File: src/rtl/fetch_queue.sv
// In-order instruction prefetch buffer between the PC/imem stage and decode.
// Optional alignment check on fetched PCs: define FETCH_QUEUE_MISALIGN_CHECK_EN.

module fetch_queue_entry #(
  parameter int PC_W    = 8,
  parameter int INSTR_W = 32
) (
  input  logic               clk,
  input  logic               we,
  input  logic [PC_W-1:0]    wr_pc,
  input  logic [INSTR_W-1:0] wr_instr,
  output logic [PC_W-1:0]    pc,
  output logic [INSTR_W-1:0] instr
);
  // Payload needs no reset; occupancy alone decides validity.
  always_ff @(posedge clk) begin
    if (we) begin
      pc    <= wr_pc;
      instr <= wr_instr;
    end
  end
endmodule

module fetch_queue #(
  parameter int DEPTH   = 4,
  parameter int PC_W    = 8,
  parameter int INSTR_W = 32,
  parameter int HALT_PC = 128,
  parameter int CNT_W   = $clog2(DEPTH) + 1
) (
  input  logic               clk,
  input  logic               rst,
  input  logic               in_valid,
  input  logic [PC_W-1:0]    in_pc,
  input  logic [INSTR_W-1:0] in_instr,
  output logic               in_ready,
  input  logic               flush,
  output logic               out_valid,
  output logic [PC_W-1:0]    out_pc,
  output logic [INSTR_W-1:0] out_instr,
  input  logic               out_ready,
  output logic [CNT_W-1:0]   count,
  output logic               halted,
  output logic               misalign_err
);
  localparam int AW = $clog2(DEPTH);
  localparam logic [CNT_W-1:0] FULL   = CNT_W'(DEPTH);
  localparam logic [PC_W-1:0]  HALT_V = PC_W'(HALT_PC);

  logic [AW-1:0]    rptr, wptr;
  logic [CNT_W-1:0] cnt;
  logic             halted_q;
  logic             attempt, halt_hit, drop_mis, push, pop;

  logic [DEPTH-1:0][PC_W-1:0]    pc_mem;
  logic [DEPTH-1:0][INSTR_W-1:0] instr_mem;

  assign in_ready  = (cnt != FULL) && !halted_q;
  assign out_valid = (cnt != '0);
  assign count     = cnt;
  assign halted    = halted_q;

  // A fetch that passes the handshake may still be swallowed (halt marker, misaligned PC).
  assign attempt  = in_valid && in_ready && !flush;
  assign halt_hit = attempt && (in_pc == HALT_V);
  assign push     = attempt && !halt_hit && !drop_mis;
  assign pop      = out_valid && out_ready && !flush;

`ifdef FETCH_QUEUE_MISALIGN_CHECK_EN
  logic mis_q;
  assign drop_mis     = attempt && !halt_hit && (in_pc[1:0] != 2'b00);
  assign misalign_err = mis_q;

  always_ff @(posedge clk or posedge rst) begin
    if (rst)           mis_q <= 1'b0;
    else if (drop_mis) mis_q <= 1'b1;
  end
`else
  assign drop_mis     = 1'b0;
  assign misalign_err = 1'b0;
`endif

  generate
    for (genvar i = 0; i < DEPTH; i++) begin : g_ent
      fetch_queue_entry #(.PC_W(PC_W), .INSTR_W(INSTR_W)) u_ent (
        .clk      (clk),
        .we       (push && (wptr == AW'(i))),
        .wr_pc    (in_pc),
        .wr_instr (in_instr),
        .pc       (pc_mem[i]),
        .instr    (instr_mem[i])
      );
    end
  endgenerate

  assign out_pc    = out_valid ? pc_mem[rptr]    : '0;
  assign out_instr = out_valid ? instr_mem[rptr] : '0;

  // Power-of-two depth: pointers wrap by natural overflow.
  always_ff @(posedge clk or posedge rst) begin
    if (rst) begin
      rptr <= '0;
      wptr <= '0;
      cnt  <= '0;
    end else if (flush) begin
      rptr <= '0;
      wptr <= '0;
      cnt  <= '0;
    end else begin
      if (push) wptr <= wptr + AW'(1);
      if (pop)  rptr <= rptr + AW'(1);
      case ({push, pop})
        2'b10:   cnt <= cnt + CNT_W'(1);
        2'b01:   cnt <= cnt - CNT_W'(1);
        default: cnt <= cnt;
      endcase
    end
  end

  always_ff @(posedge clk or posedge rst) begin
    if (rst)           halted_q <= 1'b0;
    else if (halt_hit) halted_q <= 1'b1;
  end
endmodule

File: config.mk
export PLATFORM = sky130hd
export DESIGN_NAME = fetch_queue
export DESIGN_NICKNAME = d
export VERILOG_FILES = /design/src/rtl/fetch_queue.sv
export SDC_FILE = /design/constraint.sdc
export NUM_CORES = 1
export LEC_CHECK = 0
export BUFFER_PORTS_ARGS = -buffer_cell sky130_fd_sc_hd__buf_2
export CORE_MARGIN = 3
export CORE_UTILIZATION = 64
export CTS_BUF_LIST = sky130_fd_sc_hd__clkbuf_4 sky130_fd_sc_hd__clkbuf_8
export DETAILED_ROUTE_END_ITERATION = 8
export HOLD_SLACK_MARGIN = 0.12
export PLACE_DENSITY_LB_ADDON = 0.05
export REMOVE_ABC_BUFFERS = 1
export SYNTH_ARGS = -nofsm -noshare
export SYNTH_HDL_FRONTEND = slang
export SYNTH_SLANG_ARGS = --single-unit
File: constraint.sdc
create_clock -name clk -period 5.5 [get_ports clk]
set_input_delay 0.55 -clock clk [delete_from_list [all_inputs] [get_ports clk]]
set_output_delay 0.55 -clock clk [all_outputs]
set_load 0.01 [all_outputs]
==> results of run 1 <==
==> cell families (layout without fill, tap and decap cells) <==
logic type | Yosys count | in the layout
AO/OA/AOI/OAI | 5 | 5
buffers and inverters | 22 | 129
XOR/XNOR | 3 | 3
adder cells (fa/ha/maj) | 5 | 5
AND/OR/NAND/NOR | 65 | 65
multiplexers | 45 | 45
other | 1 | 1
flip-flops | 168 | 168
==> routing by layer <==
metal	GRT usage, %	vias to the layer above
met5	0	-
met4	7.21	0
met3	6.96	11
met2	33.5	107
met1	26.5	1607
li1	-	1424
==> power groups by stage <==
stage | Combinational (mW) | Clock (mW) | Sequential, mW
after floorplan | 0.604 | 0 | 1.64
after global placement | 0.962 | 0 | 1.64
after detailed placement | 0.974 | 0 | 1.64
after CTS | 0.977 | 0.972 | 1.61
after global routing | 1.05 | 1.03 | 1.63
final | 0.956 | 0.950 | 1.61
==> registers in the layout, indices dropped and copies added (netlist names) <==
name               flops
rptr                   2
wptr                   2
g_ent.u_ent.pc        32
count                  3
g_ent.u_ent.instr    128
halted                 1
==> through the flow <==
step / hold slack, ns / setup WS [ns] / utilization [%] / instances / power (mW)
2_1_floorplan: 0.366 / 2.41 / - / 296 / 2.25
3_3_place_gp: 0.515 / 2.53 / 72.1 / 521 / 2.60
3_5_place_dp: 0.517 / 2.45 / 72.1 / 521 / 2.62
4_1_cts: 0.288 / 2.14 / 76.8 / 554 / 3.56
5_1_grt: 0.286 / 1.99 / 76.8 / 554 / 3.71
6_report: 0.321 / 2.25 / 76.8 / 554 / 3.52
==> placed cells by master, fill, tap and decap left out, types with 2 or more instances in the layout <==
master / count
buf_2: 90
and2_1: 41
clkinv_4: 2
inv_1: 4
nand2b_1: 2
bufinv_16: 4
ha_1: 4
nor2_1: 9
mux4_2: 40
a21oi_1: 2
xor2_1: 2
clkbuf_8: 20
buf_4: 2
clkinvlp_4: 3
dfrtp_2: 2
mux2i_1: 2
and2_2: 4
clkinv_2: 2
edfxtp_1: 160
mux2_1: 2
dfrtp_1: 6
nand2_1: 2
==> repair_timing <==
| action | 4_1_cts | 5_1_grt |
|---|---|---|
| hold endpoints to repair | 8 | 0 |
| setup endpoints to repair | 0 | 0 |
| hold buffers | 1 | 0 |
| buffers inserted | 0 | 0 |
==> worst max-delay path: cells and delay by family (launching register included) <==
family / cells / cell delay [ns]
buffers and inverters: 2 / 0.60
muxes: 1 / 0.56
and+or+nand+nor: 1 / 0.17
DFF: 1 / 0.91
==> final cells by class <==
cell class,count,area (µm²)
sequential,168,5010
timing repair buffer,93,475
fill,566,2300
inverter,4,15.0
tap,133,166
clock buffer,21,283
multi-input combinational,124,1490
clock inverter,11,170
==> how the worst min path moves through the flow <==
stage,slack [ns],from,to,cells past startpoint
floorplan,0.37,rst,count[0]$_DFFE_PP0P_,1
global placement,0.52,rst,halted$_DFFE_PP0P_,2
detailed placement,0.52,rst,halted$_DFFE_PP0P_,2
CTS,0.29,in_instr[22],g_ent[2].u_ent.instr[22]$_DFFE_PP_,1
global route,0.29,in_instr[20],g_ent[2].u_ent.instr[20]$_DFFE_PP_,1
finish,0.32,in_instr[27],g_ent[2].u_ent.instr[27]$_DFFE_PP_,1
==> impl_metrics.yaml, run 1 <==
run_status:
  outcome: "finished, final reports clean"
setup_path:
  critPathCaptureType: "primary output"
  cp.required_ns: 4.95
  r2r_cells: 4
  max_stage_delay_ns: 0.91
  path_cells: "buf_4, mux4_2, and2_1, buf_2"
  worstPathMaxFanout: 25
  reg2reg_from: "halted$_DFFE_PP0P_"
  critPathLaunch: "rptr[0]$_DFFE_PP0P_"
  crit_end: "out_instr[25]"
  cp-start-kind: "flop"
  criticalPathCategory: "reg2out"
  rrSetupSlack_ns: 2.81
  arrival_ns: 2.70
  crit_slowest_cell: "dfrtp_2"
  reg2reg_to: "g_ent[3].u_ent.instr[1]$_DFFE_PP_"
timing:
  hold_violations: 0
  drv_slew: 0
  min_period_over_period_pct: 59.0
  clock.fmax_mhz: 308
  setup_violations: 0
  slew_headroom_pct: 27.7
  worst_pin_slew_ns: 1.08
  fin_crit_ns: 3.25
  rsz0062_at_grt: "no"
  tns_ns: 0
  finClkSkew_ns: 0.0155
synth:
  ys_warn_count: 0
  synthTopCellsByCount: "160 x edfxtp_1, 45 x and2_1, 40 x mux4_2"
  synth-seq-cells: 168
  synthAdderAreaFrac_pct: 1.06
  synth-simple-area-share_pct: 5.95
  ys.flop_type: "edfxtp_1"
  yosys.area.top_type: "edfxtp_1"
  synth_area_leaders: "edfxtp_1 73%, mux4_2 14%, and2_1 4.3%, dfrtp_1 3.0%, ha_1 0.76%"
  syn_avg_cell_area_um2: 21.0
  synth_top_area_share_pct: 72.8
  synth_compound_area_share_pct: 0.512
  async_flop_share_pct: 4.76
  synth.area.mux_share_pct: 14.5
  synthXorXnorAreaFrac_pct: 0.512
  synth_edf_count: 160
  syn_area_um2: 6600
  synthCells: 314
  synth_cell_type_count: 32
  synth-seq-area-share_pct: 75.8
  yosysMostFrequentCell: "edfxtp_1"
  synth_top_family_by_area: "multiplexers"
clock_network:
  clk_latency_ns: 0.44
  cts.clk_slew.worst_paths_ns: 0.08
  htreeDepth: 4
  cts_buffers: 17
  post_cts_resized: 0
  clock-sinks: 168
  cts-root-buf: "clkbuf_8"
  clk_path_buf_depth: 2
  cts_tree: "done"
route:
  via_per_inst: 5.68
  drt_iter0_markers: 223
  routed-wl-met3_um: 601
  drt_first_pass_iters: 4
  top_layer: "met4"
  detail-route-antenna-nets: 0
  wl_per_cell_um: 19.6
  wirelength_mm: 10.9
  drt-met1-wl_mm: 4.54
  met2_length_mm: 5.58
  drcViolationCount: 0
  vias: 3149
power_and_ir_drop:
  power_frac_clock_pct: 27.0
  p_int_mw: 2.53
  swShare_pct: 28.1
  switchingPower_uw: 988
  power_density_nw_per_um2: 462
  ir_drop_uv: 484
  power_frac_seq_pct: 45.8
  pwr-share-comb_pct: 27.2
  cellLeakagePower_nw: 2.67
place:
  placed_area_um2: 7150
  io_buffers: 90
  place_hpwl_mm: 6.29
  finalWeightedCongestion: 0.730
global_route:
  grt_start_max_net_pins: 43
  grt_pass1_vias: 3277
  grt_pass1_wl_mm: 17.1
  grt-ovfl-total: 0
  antenna_found_initial: 0
  grtUsageTotal_pct: 20.7
floorplanning:
  placementRows: 36
  die_area_um2: 11600
  io_pins: 92
  fp.dieH_um: 108
  core_um2: 9910
  die_w_um: 108
  start_util_pct: 66.6
min_path:
  hold_class: "in2reg"
cells_and_area:
  finalNetCount: 458
  drive_above_1_share_pct: 41.1
  antennaDiodeCount: 0
  final_cell_area_um2: 7610
  syn_to_final_growth_pct: 15.3
job:
  cap_violations: 0
Power figures use the tool's default switching activity.
==> run 2, diff against run 1 <==
ABC_AREA = 1   (was not set)
CORE_UTILIZATION = 59   (was 64)
clock period = 3.2 ns   (was 5.5 ns; I/O delays follow)
==> impl_metrics.yaml, run 2 <==
synth:
  synth_area_leaders: "edfxtp_1 71%, nor2_1 9.3%, o21ai_0 5.6%, a21oi_1 3.1%, dfrtp_1 3.0%"
  synth-seq-cells: 168
  synth_top_area_share_pct: 71.1
  synthTopCellsByCount: "167 x nor2_1, 160 x edfxtp_1, 75 x o21ai_0"
  async_flop_share_pct: 4.76
  ys_warn_count: 0
  syn_avg_cell_area_um2: 12.2
  synth-seq-area-share_pct: 74.1
  yosysMostFrequentCell: "nor2_1"
  syn_area_um2: 6760
  synthCells: 556
  ys.flop_type: "edfxtp_1"
  yosys.area.top_type: "edfxtp_1"
  synth_edf_count: 160
  synth_cell_type_count: 25
clock_network:
  cts.clk_slew.worst_paths_ns: 0.07
  cts_tree: "done"
  clk_latency_ns: 0.43
  cts-root-buf: "clkbuf_8"
  post_cts_buffers: 0
  htreeDepth: 4
  clk_path_buf_depth: 2
  clock-sinks: 168
  cts_buffers: 17
setup_path:
  criticalPathCategory: "reg2out"
  worstPathMaxFanout: 22
  max_stage_delay_ns: 0.65
  cp-start-kind: "flop"
  rrSetupSlack_ns: 1.11
  critPathCaptureType: "primary output"
  arrival_ns: 2.31
  crit_slowest_cell: "inv_1"
  cp.required_ns: 2.88
  path_cells: "nor2_2, nand2_2, inv_1, buf_4, a21oi_1, buf_2"
floorplanning:
  io_pins: 92
  fp.dieH_um: 113
  die_area_um2: 12800
  core_um2: 11000
  die_w_um: 113
  start_util_pct: 61.3
  placementRows: 38
timing:
  worst_pin_slew_ns: 0.884
  min_period_over_period_pct: 82.2
  setup_violations: 0
  hold_violations: 0
  clock.fmax_mhz: 380
  finClkSkew_ns: 0.00745
  tns_ns: 0
  drv_slew: 0
  slew_headroom_pct: 41.0
  rsz0062_at_grt: "no"
  whs_ns: 0.155
  setup_slack_ns: 0.570
  fin_crit_ns: 2.63
route:
  drt_iter0_markers: 360
  drt_first_pass_iters: 5
  wirelength_mm: 13.8
  detail-route-antenna-nets: 0
  drcViolationCount: 0
  wl_per_cell_um: 16.6
  via_per_inst: 5.42
  vias: 4519
place:
  place_hpwl_mm: 7.70
  io_buffers: 90
  pre_cts_ws_ns: 0.967
  finalWeightedCongestion: 0.746
global_route:
  grtUsageTotal_pct: 22.8
  antenna_found_initial: 0
  grt_pass1_vias: 4513
  grt-ovfl-total: 0
  grt_pass1_wl_mm: 22.4
  grt_start_max_net_pins: 82
run_status:
  outcome: "finished, final reports clean"
cells_and_area:
  n_fill_cell: 734
  syn_to_final_growth_pct: 20.6
  finalNetCount: 733
  final_common_cell: "nor2_1"
  largest_register_ffs: 128
  final_cell_mix: "163 x nor2_1, 160 x edfxtp_1, 90 x buf_2, 75 x o21ai_0, 42 x a21oi_1"
  drive_above_1_share_pct: 21.1
  antennaDiodeCount: 0
  regMostFlops: "g_ent.u_ent.instr"
power_and_ir_drop:
  ir_drop_uv: 329
  power_density_nw_per_um2: 484
  cellLeakagePower_nw: 3.09
job:
  cap_violations: 0
min_path:
  hold_class: "in2reg"
## run 2: cell count changes after synthesis, moves of 6 or more
| cell | change |
|---|---|
| nor2_1 | +158 |
| buf_2 | +6 |
| a21oi_1 | +40 |
| and2_1 | -44 |
| clkbuf_2 | +7 |
| o21ai_1 | +8 |
| mux4_2 | -40 |
| nand2_1 | +16 |
| o21ai_0 | +75 |
| inv_1 | +17 |
## run 2: final timing paths
kind	from	endpoint	cells past startpoint
worst min-delay path	in_pc[1]	g_ent[1].u_ent.pc[1]$_DFFE_PP_	1
worst max-delay path	count[0]$_DFFE_PP0P_	out_instr[16]	6
worst min register to register	halted$_DFFE_PP0P_	halted$_DFFE_PP0P_	2
max in group asynchronous	rst	rptr[0]$_DFFE_PP0P_	3
worst max register to register	count[0]$_DFFE_PP0P_	count[2]$_DFFE_PP0P_	14
min in group asynchronous	rst	wptr[0]$_DFFE_PP0P_	3
## run 2: what timing repair did
| action | 4_1_cts | 5_1_grt |
|---|---|---|
| hold buffers | 38 | 0 |
| resized for setup | 0 | 0 |
| setup endpoints to repair | 0 | 0 |
| hold endpoints to repair | 154 | 0 |
## run 2: through the flow
stage | power (mW) | std cells | util (%) | instance area [µm²]
floorplan | 2.46 | 525 | - | 6610
global placement | 2.50 | 766 | 67.0 | 7390
detailed placement | 2.51 | 766 | 67.0 | 7390
CTS | 3.96 | 833 | 73.9 | 8150
global route | 4.08 | 833 | 73.9 | 8150
finish | 3.94 | 833 | 73.9 | 8150
## run 2: layer usage
| layer | GRT usage (%) | vias to the layer above | wire (µm) | share of wire (%) |
|---|---|---|---|---|
| li1 | - | 2179 | - | - |
| met1 | 30.0 | 2180 | 6050 | 44 |
| met2 | 38.2 | 146 | 6880 | 50 |
| met3 | 4.60 | 14 | 754 | 5.4 |
| met4 | 8.25 | 0 | 163 | 1.2 |
| met5 | 0 | - | 0 | 0 |
## run 2: area by class of cell
cell class              count  area [µm²]  share of cell area, %
clock buffers              18         241                   2.96
clock inverters            11         134                   1.64
inverters                  23        86.3                   1.06
multi-input cells         334        1550                   19.0
flip-flops and latches    168        5010                   61.5
well taps                 140         175                   2.15
repair buffers            139         951                   11.7
## run 2: logic make-up after synthesis
family	synth area share (%)
AOI/OAI and AO/OA	9.50
xor gates and xnor gates	0.130
adders and majority gates	1.04
buffers and inverters	3.41
DFF	74.1
other	0.0555
and+or+nand+nor	11.8
## run 2: worst max-delay path: cells and delay by family, from the launching register on
family	cells	cell delay [ns]
buffers and inverters	3	1.12
flip-flops	1	0.44
AND/OR/NAND/NOR	2	0.24
AO/OA/AOI/OAI	1	0.06
## run 2: where the power goes
part / switching, mW / leakage, nW / internal (mW)
Sequential: 0.0000000000000000824 / 1.54 / 2.40
Clock: 0.687 / 0.182 / 0.756
Combinational: 0.0431 / 1.37 / 0.0518
